$ cat config.mk
export PLATFORM = sky130hd
export DESIGN_NAME = segment_scanner
export DESIGN_NICKNAME = d
export VERILOG_FILES = /design/src/rtl/calc_pkg.sv /design/src/rtl/scan_timer.sv /design/src/rtl/segment_scanner.sv
export SDC_FILE = /design/constraint.sdc
export NUM_CORES = 1
export LEC_CHECK = 0
export ABC_CLOCK_PERIOD_IN_PS = 4600
export BUFFER_PORTS_ARGS = -buffer_cell sky130_fd_sc_hd__buf_2
export CORE_MARGIN = 3
export CORE_UTILIZATION = 55
export DETAILED_ROUTE_END_ITERATION = 10
export PLACE_DENSITY = 0.89
export SKIP_CTS_REPAIR_TIMING = 1
export SLEW_MARGIN = 20
export SYNTH_ARGS = -nofsm -noshare
export SYNTH_HDL_FRONTEND = slang
export SYNTH_SLANG_ARGS = --single-unit
$ cat constraint.sdc
create_clock -name clk_i -period 4.6 [get_ports clk_i]
set_clock_uncertainty 0.05 [all_clocks]
set_input_delay 0.23 -clock clk_i [delete_from_list [all_inputs] [get_ports clk_i]]
set_output_delay 0.23 -clock clk_i [all_outputs]
set_load 0.01 [all_outputs]
$ cat src/rtl/calc_pkg.sv
// calc_pkg: shared calculator types, extended with the display scanner state and brightness types.
package calc_pkg;
  localparam int NumDigits = 4;
  typedef enum logic [1:0] {IDLE, GUARD, ON} scan_state_t;
  typedef logic [3:0] brightness_t;
endpackage

$ cat src/rtl/scan_timer.sv
// scan_timer: loadable down-counter timing the GUARD and ON phases; slot_o is the PWM slot of the upcoming cycle.
module scan_timer #(
  parameter int SlotCycles = 64,
  parameter int Width = 10
) (
  input  logic             clk_i,
  input  logic             rst_i,
  input  logic             load_i,
  input  logic [Width-1:0] load_val_i,
  output logic             done_o,
  output logic [3:0]       slot_o
);
  localparam int OnLast = 16 * SlotCycles - 1;
  logic [Width-1:0] cnt, cnt_d;
  assign cnt_d = load_i ? load_val_i : cnt - 1'b1;
  assign done_o = cnt == '0;
  assign slot_o = 4'((OnLast - int'(cnt_d)) / SlotCycles);
  always_ff @(posedge clk_i or posedge rst_i)
    if (rst_i) cnt <= '0;
    else cnt <= cnt_d;
endmodule

$ cat src/rtl/segment_scanner.sv
// segment_scanner: multiplexed 7-segment scanner with inter-digit guard, 16-level PWM and per-frame input snapshot.
module segment_scanner
  import calc_pkg::*;
#(
  parameter int NumDigits = calc_pkg::NumDigits,
  parameter int SlotCycles = 64,
  parameter int GuardCycles = 4,
  parameter int AnodeActiveLow = 1,
  parameter int SegActiveLow = 1
) (
  input  logic                         clk_i,
  input  logic                         rst_i,
  input  logic [NumDigits-1:0][7:0]    segments_i,
  input  logic [3:0]                   brightness_i,
  input  logic                         enable_i,
  output logic [NumDigits-1:0]         anode_o,
  output logic [7:0]                   cathode_o,
  output logic                         frame_o,
  output logic [$clog2(NumDigits)-1:0] digit_o
);
  localparam int DW = $clog2(NumDigits);
  localparam int OnLen = 16 * SlotCycles;
  localparam int CntW = $clog2(OnLen > GuardCycles ? OnLen : GuardCycles);
  localparam logic [CntW-1:0] OnLast = CntW'(OnLen - 1);
  localparam logic [CntW-1:0] GuardLast = CntW'(GuardCycles - 1);
  localparam logic [NumDigits-1:0] AnOff = AnodeActiveLow != 0 ? '1 : '0;
  localparam logic [7:0] SegOff = SegActiveLow != 0 ? 8'hFF : 8'h00;
  scan_state_t st, st_d;
  logic [DW-1:0] dig, dig_d;
  logic [NumDigits-1:0][7:0] snap;
  brightness_t bq;
  logic load, done, capture, lit, last;
  logic [CntW-1:0] load_val;
  logic [3:0] slot;
  scan_timer #(.SlotCycles(SlotCycles), .Width(CntW)) u_timer (
    .clk_i, .rst_i, .load_i(load), .load_val_i(load_val), .done_o(done), .slot_o(slot)
  );
  assign last = dig == DW'(NumDigits - 1);
  assign digit_o = dig;
  always_comb begin
    st_d = st;
    dig_d = dig;
    load = 1'b0;
    load_val = '0;
    capture = 1'b0;
    if (!enable_i) begin
      st_d = IDLE;
      dig_d = '0;
      load = 1'b1;
    end else if (st == IDLE) begin
      st_d = GUARD;
      dig_d = '0;
      load = 1'b1;
      load_val = GuardLast;
      capture = 1'b1;
    end else if (done) begin
      load = 1'b1;
      st_d = st == GUARD ? ON : GUARD;
      load_val = st == GUARD ? OnLast : GuardLast;
      dig_d = st == GUARD ? dig : (last ? '0 : dig + 1'b1);
      capture = st == ON && last;
    end
    lit = st_d == ON && slot <= bq;
  end
  // Outputs are registered from next-state values so they line up with the state they decode.
  always_ff @(posedge clk_i or posedge rst_i)
    if (rst_i) begin
      st <= IDLE;
      dig <= '0;
      snap <= '0;
      bq <= '0;
      frame_o <= 1'b0;
      anode_o <= AnOff;
      cathode_o <= SegOff;
    end else begin
      st <= st_d;
      dig <= dig_d;
      if (capture) begin
        snap <= segments_i;
        bq <= brightness_i;
      end
      frame_o <= capture;
      anode_o <= lit ? AnOff ^ (NumDigits'(1) << dig_d) : AnOff;
      cathode_o <= lit ? SegOff ^ snap[dig_d] : SegOff;
    end
endmodule

==> results of run 1 <==
[report_power, final]
group	leakage (nW)	switching (W)	total (W)	internal (W)
clock	0.0996	0.000201	0.000480	0.000279
sequential	0.745	0.000154	0.000933	0.000780
combinational	0.627	0.000362	0.000749	0.000388
[layout make-up]
type	count	area (um2)	share of cell area
Sequential cell	63	1590	0.469
Multi-Input combinational cell	135	1190	0.351
Timing Repair Buffer	55	280	0.0826
Clock buffer	13	159	0.0468
Tap cell	67	83.8	0.0247
Inverter	12	45.0	0.0133
Clock inverter	3	42.5	0.0125
[synth_stat cells, types with 2 or more instances]
library cell | number | area (um2)
dfrtp_1 | 51 | 1280
mux2_2 | 37 | 417
dfstp_2 | 12 | 315
inv_1 | 12 | 45.0
nand2_1 | 12 | 45.0
mux2i_1 | 7 | 70.1
o21ai_0 | 7 | 35.0
ha_1 | 6 | 75.1
xnor2_1 | 6 | 52.6
a222oi_1 | 5 | 50.1
a22o_1 | 5 | 43.8
nor2_1 | 5 | 18.8
nor3_1 | 5 | 25.0
o21a_1 | 4 | 30.0
a21oi_1 | 3 | 15.0
buf_6 | 3 | 33.8
nand3_1 | 3 | 15.0
o22a_1 | 3 | 26.3
and3_1 | 2 | 12.5
nor4_1 | 2 | 12.5
[logic make-up after synthesis]
kind of cell | Yosys count
multiplexers | 45
AND/OR/NAND/NOR | 42
flip-flops | 63
adder cells (fa/ha/maj) | 6
AO/OA/AOI/OAI | 35
XOR/XNOR | 7
buffers and inverters | 16
[metrics by stage]
step | hold slack [ps] | worst slack (ps) | power [W] | cells
global placement | 373 | 1010 | 0.00164 | 332
global route | 54.5 | 426 | 0.00231 | 348
finish | 47.0 | 780 | 0.00216 | 348
detailed placement | 379 | 780 | 0.00169 | 332
floorplan | 332 | 1360 | 0.00152 | 214
CTS | 49.9 | 779 | 0.00218 | 348
[layout by cell type (no fill, tap or decap), drive strengths merged, types with 4 or more instances in the layout]
master	instances
buf	55
dfrtp	51
dfstp	12
mux2i	8
nor2	5
clkbuf	13
inv	12
a222oi	5
ha	6
nand2	12
o21ai	7
xnor2	6
a22o	5
o21a	4
mux2	37
nor3	5
[worst register-to-register path: stages, from the launching register on]
cell and delay (ps):
dfrtp_1 410, inv_1 70, ha_1 190, nor3b_2 320, and3_1 250, nand3_1 250, o21a_1 230, ha_1 330
a211oi_1 210, o21ai_0 160, a221oi_2 660, nor3b_4 410, a222oi_1 160
[how the worst max path moves through the flow]
stage | startpoint | endpoint | slack, ps | cells after the start
6_report | u_timer.cnt[0] | cathode_o[7] | 780 | 12
5_1_grt | u_timer.cnt[0] | cathode_o[6] | 430 | 12
4_1_cts | u_timer.cnt[0] | cathode_o[7] | 780 | 12
3_5_place_dp | u_timer.cnt[0] | cathode_o[2] | 780 | 12
3_3_place_gp | u_timer.cnt[0] | cathode_o[6] | 1010 | 12
2_1_floorplan | u_timer.cnt[0] | cathode_o[6] | 1360 | 12
[layer usage]
| layer | GRT usage | wire [um] |
|---|---|---|
| met1 | 0.256 | 2380 |
| met2 | 0.298 | 2630 |
| met3 | 0.0757 | 339 |
| met4 | 0.0839 | 99 |
| met5 | 0 | 0 |
[state kept, by name, indices dropped and copies added, names as in the netlist]
name         flops
cathode_o        8
digit_o          2
u_timer.cnt     10
snap            32
anode_o          4
bq               4
frame_o          1
st               2
==> qor.txt, run 1 <==
Chip Width: 78.2 um
Vias/cell: 5.55
Worst reg-to-reg setup slack: 780 ps
Compound-cell area share of the yosys netlist: 0.103
Kind of critical path: flip-flop to flip-flop
Placed cell area: 3190 um2
R2R cell count: 12
Yosys reg bits: 63
XOR/XNOR Fraction of Synth Area: 0.0214
Async S/R FF share, synth: 1.00
Syn Nets: 259
Die H: 78.2 um
FMAX: 262 MHz
Post-synth cell types: 44
IO Port Bufs: 53
Vias in the first global route: 1932
CP max FO: 10
Critical path's slowest cell: a221oi_2
YS warnings: 0
Number of fill cells: 346
Clk root buf: clkbuf_8
Multiplexer area fraction after synthesis: 0.175
Post-synthesis adder-cell area fraction: 0.0262
Clk pin slew, worst setup/hold paths: 70 ps
Vias: 1931
Number of synthesized flops with an enable pin: 0
Worst path buffer plus inverter count: 1
Final Cell Area: 3390 um2
Synth Area in Simple Gates: 0.0900
Drt pass-1 iters: 4
Finished Core Util: 0.695
Core ar.: 4880 um2
Critical path arrival: 3970 ps
Leakage: 1.47 nW
Gr usage total: 0.198
Endpoints failing setup: 0
Crit-path cells: inv_1, ha_1, nor3b_2, and3_1, nand3_1, o21a_1, ha_1, a211oi_1, o21ai_0, a221oi_2, nor3b_4, a222oi_1
Cell count after synthesis: 214
Min Tclk post-route: 3820 ps
HP Class: primary input to asynchronous set/reset pin
Largest family of logic cells by synthesized area: multiplexers
Initial antenna violation count: 0
Total global routing overflow: 0
Most frequent CP cell: ha_1
Worst R2R End: cathode_o[7]
Critical path's top delay family: compound AO/OA/AOI/OAI gates
Largest net degree at the start of global routing: 64
CP peak stage delay: 660 ps
Clk sink count: 63
Crit. End Element: flip-flop
Dpl hpwl: 3870 um
IO Pins: 54
# nets final: 321
Num CTS Buffers: 9
Synth Cell Area: 2870 um2
First-pass GRT wire length: 9240 um
Reg2reg start: u_timer.cnt[0]
Peak VDD IR: 0.000428 V
Diodes inserted: 0
Initial DRC count: 183
Total Wirelength: 5450 um
Latest clock arrival within the worst-skew pair: 350 ps
Rows: 25
Clk buf depth: 2
Final ANT Viol Nets: 0
TritonCTS clock tree: done
Fraction of layout cells with a size suffix above 1: 0.459
Syn_area_per_cell: 13.4 um2
Starting density of the core: 0.587
Final TNS setup: 0 ps
Power per cell area: 638 nW/um2
# Max-Cap Violations: 0
Status: finished clean
Routed WL per cell: 15.7 um
RSZ-0062 raised after global routing: false
Critical Path Start Type: flip-flop
Die ar.: 6110 um2
Slew HR: 0.258
Layout area overhead: 18.4%
Post-synth top flop: dfrtp_1
Tcrit/Tclk final: 0.831
DRC Markers: 0
Hold Fails Final Rpt: 0
RD Place Congestion: 0.851
Worst slew pin tran: 1100 ps
Max-slew violations: 0
H-tree Lvls: 3
CP required: 4750 ps
Seq/Total Area, Yosys: 0.555
(Power assumes the default switching activity.)
==> run 2: changes to the inputs <==
Settings changed: ABC_CLOCK_PERIOD_IN_PS 4600 to 3460, CORE_UTILIZATION 55 to 49, PLACE_DENSITY 0.89 to 0.85.
Clock period 4.6 ns to 3.46 ns, I/O delays scaled along.
==> qor.txt, run 2 (synthesis gave the netlist of run 1 again) <==
Status: finished, violations left
Failing checks: hold timing
# nets final: 327 (+1.9%)
Routed WL per cell: 15.4 um (-1.4%)
Total Wirelength: 5550 um (+1.7%)
Min Tclk post-route: 3180 ps (-641 ps)
Clk sink count: 63 (unchanged)
Die H: 82.5 um (+5.5%)
Tcrit/Tclk final: 0.919 (+0.0883)
Area of the multi-input gates: 1210 um2 (+2.0%)
Clk buf depth: 2 (unchanged)
Chip Width: 82.5 um (+5.5%)
Peak VDD IR: 0.000495 V (+16%)
Max-slew violations: 0 (unchanged)
Largest net degree at the start of global routing: 47 (-27%)
Dpl hpwl: 3950 um (+2.1%)
Slew HR: 0.382 (+0.124)
Diodes inserted: 0 (unchanged)
H-tree Lvls: 3 (unchanged)
HP Class: primary input to asynchronous set/reset pin
Hold_ws: -2.60 ps (-49.6 ps)
Gr usage total: 0.183 (-0.0143)
Crit. End Element: flip-flop
Drt pass-1 iters: 7 (+3)
Rows: 27 (+8.0%)
Initial antenna violation count: 0 (unchanged)
Fraction of layout cells with a size suffix above 1: 0.491 (+0.0322)
IO Pins: 54 (unchanged)
Power per cell area: 859 nW/um2 (+35%)
Worst slew pin tran: 925 ps (-173 ps)
Clk pin slew, worst setup/hold paths: 70 ps (about the same)
Top flop regs: snap (32), u_timer.cnt (10), cathode_o (8)
Placed cells: 341 (+2.7%)
RD Place Congestion: 0.814 (-4.4%)
Kind of critical path: flip-flop to flip-flop
TritonCTS clock tree: done
DRC Markers: 0 (unchanged)
Number of fill cells: 437 (+26%)
Endpoints failing setup: 0 (unchanged)
Vias/cell: 5.42 (-2.4%)
Hold Fails Final Rpt: 3 (+3)
Leakage: 1.51 nW (+2.6%)
Critical Path Start Type: flip-flop
CP required: 3640 ps (-1110 ps)
Starting density of the core: 0.514 (-0.0732)
Layout area overhead: 21.7%
FMAX: 315 MHz (+20%)
Final ANT Viol Nets: 0 (unchanged)
Critical path arrival: 3360 ps (-610 ps)
Most common cell after layout, fill and taps aside: buf_2
Num CTS Buffers: 9 (unchanged)
Final Non-Filler Cells: 359 (+3.2%)
Die ar.: 6800 um2 (+11%)
Latest clock arrival within the worst-skew pair: 330 ps (-20 ps)
Most frequent cells in the layout: buf_2 (53), dfrtp_1 (51), mux2_2 (37)
Core ar.: 5570 um2 (+14%)
Final TNS setup: 0 ps (unchanged)
Clk root buf: clkbuf_8
First-pass GRT wire length: 9290 um (+0.52%)
Max reg flops: 32 (unchanged)
IO Port Bufs: 53 (unchanged)
Vias: 1945 (+0.73%)
Reg area: 1590 um2 (unchanged)
Initial DRC count: 126 (-31%)
Total global routing overflow: 0 (unchanged)
Vias in the first global route: 2024 (+4.8%)
RSZ-0062 raised after global routing: false
Biggest register: snap
# Max-Cap Violations: 0 (unchanged)
CP max FO: 6 (-4)
==> run 2: cell count changes in the layout (fill, tap and decap cells not counted), sizes merged <==
cell and change:
buf +6, clkinvlp +1, clkinv +2, bufinv +1
clkbuf -4
==> run 2: metrics by stage <==
stage	setup WS [ps]	util	total power [W]	area (um2)	hold slack [ps]
after floorplan	219	-	0.00201	2870	275
after global placement	288	0.579	0.00221	3230	353
after detailed placement	138	0.579	0.00226	3230	358
after CTS	94.3	0.619	0.00296	3450	10.3
after global routing	4.62	0.626	0.00320	3490	2.57
final	281	0.626	0.00299	3490	-2.60
==> run 2: layout make-up <==
cell class / instances / share of cell area
multi-input cells: 135 / 0.348
clock buffers: 9 / 0.0355
well taps: 72 / 0.0258
inverters: 12 / 0.0129
clock inverters: 7 / 0.0280
flip-flops and latches: 63 / 0.456
repair buffers: 61 / 0.0933
==> run 2: final timing paths <==
kind                           startpoint      endpoint  slack [ps]  cells past startpoint
max                        u_timer.cnt[0]  cathode_o[7]         280                     12
min                                 rst_i       snap[4]          -3                      2
min reg2reg                      snap[30]  cathode_o[6]         390                      1
min in group clk_i         segments_i[10]      snap[10]          20                      2
max reg2reg                u_timer.cnt[0]  cathode_o[7]         280                     12
max in group asynchronous           rst_i    anode_o[0]        2520                      3
==> run 2: per-layer routing <==
metal,track usage,part of all wire,routed length (um),vias up
met4,0.0565,0.0094,52,0
met2,0.303,0.51,2840,50
met3,0.0662,0.054,302,7
met1,0.224,0.42,2350,967
met5,0,0,0,-
li1,-,-,-,921
==> run 2: critical path: stages, from the launching register on <==
cell and delay, ps:
dfrtp_1 400, inv_1 70, ha_1 190, or3b_4 430
nor3_2 180, xnor2_1 80, o21a_1 180, ha_1 300
a211oi_1 210, o21ai_1 130, a221oi_2 270, nor3b_4 390
a222oi_1 190
==> run 2: power breakdown <==
group	switching, W	internal, W	total, W
registers	0.000209	0.00104	0.00125
logic	0.000496	0.000561	0.00106
clock network	0.000286	0.000406	0.000692
total	0.000991	0.00200	0.00299
==> run 3: changes to the inputs <==
Settings changed: GPL_TIMING_DRIVEN set to 0.
==> qor.txt, run 3 (synthesis gave the netlist of run 1 again) <==
Status: finished clean
First-pass GRT wire length: 9180 um (-1.1%)
Die ar.: 6800 um2 (unchanged)
Critical path arrival: 3500 ps (+140 ps)
Most common cell after layout, fill and taps aside: buf_2
H-tree Lvls: 3 (unchanged)
Flop pwr share: 0.410 (-0.006)
CP max FO: 6 (unchanged)
Biggest register: snap
Kind of critical path: flip-flop to flip-flop
Final ANT Viol Nets: 0 (unchanged)
Number of fill cells: 392 (-10%)
Slew HR: 0.513 (+0.131)
Total Wirelength: 6020 um (+8.6%)
# nets final: 338 (+3.4%)
Critical Path Source: u_timer.cnt[0]
Hold path startpoint: segments_i[18]
Layout area overhead: 26.7%
Tcrit/Tclk final: 0.956 (+0.0367)
HP Class: primary input to flip-flop
Core ar.: 5570 um2 (unchanged)
Diodes inserted: 0 (unchanged)
Critical Path Start Type: flip-flop
Area of the multi-input gates: 1250 um2 (+2.8%)
Clk sink count: 63 (unchanged)
Drt pass-1 iters: 4 (-3)
Min Tclk post-route: 3310 ps (+127 ps)
Clk buf depth: 2 (unchanged)
Die H: 82.5 um (unchanged)
Latest clock arrival within the worst-skew pair: 340 ps (about the same)
Endpoints failing setup: 0 (unchanged)
DRC Markers: 0 (unchanged)
Crit. End Element: flip-flop
Starting density of the core: 0.514 (unchanged)
FMAX: 302 MHz (-3.8%)
Clk root buf: clkbuf_8
Chip Width: 82.5 um (unchanged)
Max reg flops: 32 (unchanged)
CP required: 3650 ps (about the same)
Routed WL per cell: 16.3 um (+5.4%)
Gr usage total: 0.186 (+0.00249)
Max-slew violations: 0 (unchanged)
Worst slew pin tran: 717 ps (-209 ps)
Clock power frac: 0.210 (-0.021)
Clk pin slew, worst setup/hold paths: 70 ps (about the same)
Most frequent cells in the layout: buf_2 (54), dfrtp_1 (51), mux2_2 (37)
RD Place Congestion: 0.830 (+1.9%)
TritonCTS clock tree: done
Vias: 2021 (+3.9%)
Leakage: 1.59 nW (+5.5%)
# Max-Cap Violations: 0 (unchanged)
Logic pwr share: 0.380 (+0.027)
Top flop regs: snap (32), u_timer.cnt (10), cathode_o (8)
Initial antenna violation count: 0 (unchanged)
Vias/cell: 5.46 (+0.82%)
Fraction of layout cells with a size suffix above 1: 0.483 (-0.00807)
Rows: 27 (unchanged)
Design internal power: 0.00196 W (-2.0%)
Sw Ratio: 0.349 (+0.0175)
Finished Core Util: 0.651 (+0.0256)
Vias in the first global route: 2027 (+0.15%)
Reg2reg start: u_timer.cnt[0]
Reg area: 1590 um2 (unchanged)
Dpl hpwl: 4030 um (+2.1%)
Total global routing overflow: 0 (unchanged)
IO Port Bufs: 53 (unchanged)
Peak VDD IR: 0.000543 V (+9.8%)
Power per cell area: 830 nW/um2 (-3.3%)
Psw: 0.00105 W (+5.9%)
Num CTS Buffers: 9 (unchanged)
Hold Fails Final Rpt: 0 (-3)
Largest net degree at the start of global routing: 39 (-17%)
Initial DRC count: 73 (-42%)
Design Power: 0.00301 W (+0.61%)
IO Pins: 54 (unchanged)
run 3: cell types whose count changed in the layout (fill, tap and decap cells not counted), sizes merged:
| cell | previous run | this run |
|---|---|---|
| bufinv | 2 | 1 |
| inv | 12 | 13 |
| dlygate4sd3 | 0 | 11 |
run 3: metrics by stage:
step / TNS [ps] / std cells / setup slack, ps / hold slack, ps / area [um2]
floorplan: 0 / 214 / 219 / 275 / 2870
global placement: -3240 / 339 / -440 / 354 / 3220
detailed placement: -3860 / 340 / -500 / 124 / 3240
CTS: -3810 / 356 / -504 / -258 / 3440
global route: -22.8 / 370 / -15.6 / 1.34 / 3630
finish: 0 / 370 / 154 / 4.90 / 3630
run 3: final cells by class:
type                    instances  share of cell area
multi-input cells             135               0.344
clock inverters                 7              0.0200
flip-flops and latches         63               0.438
inverters                      12              0.0131
repair buffers                 68               0.115
well taps                      72              0.0248
clock buffers                   9              0.0341
plain buffers                   4              0.0107
run 3: metal layers:
layer | routed length [um] | GRT usage | vias up
met2 | 3150 | 0.308 | 56
met5 | 0 | 0 | -
met1 | 2460 | 0.219 | 1010
met3 | 307 | 0.0618 | 10
met4 | 104 | 0.0831 | 0
li1 | - | - | 945
run 3: worst paths after layout:
check	end	slack (ps)	depth (start not counted)
worst max-delay path	cathode_o[0]	150	12
worst min-delay path	snap[18]	5	2
worst max register to register	cathode_o[0]	150	12
worst min register to register	cathode_o[6]	370	1
max in group asynchronous	anode_o[1]	2500	4
min in group asynchronous	snap[20]	300	3
run 3: worst max-delay path: stages (launching register included):
cell and delay, ps:
dfrtp_1 410, inv_1 70, ha_2 200, or3b_4 420, nor3_2 190, xnor2_1 90, o21a_1 190, ha_1 310
a211oi_1 200, o21ai_1 180, a221oi_4 330, nor3b_4 380, a222oi_1 180
run 3: power by group through the flow:
| stage | Combinational [W] | Clock [W] | Sequential (W) |
|---|---|---|---|
| after detailed placement | 0.00103 | 0 | 0.00123 |
| after global placement | 0.000984 | 0 | 0.00121 |
| after floorplan | 0.000828 | 0 | 0.00119 |
| after global routing | 0.00125 | 0.000678 | 0.00127 |
| final | 0.00115 | 0.000633 | 0.00123 |
| after CTS | 0.00104 | 0.000644 | 0.00122 |
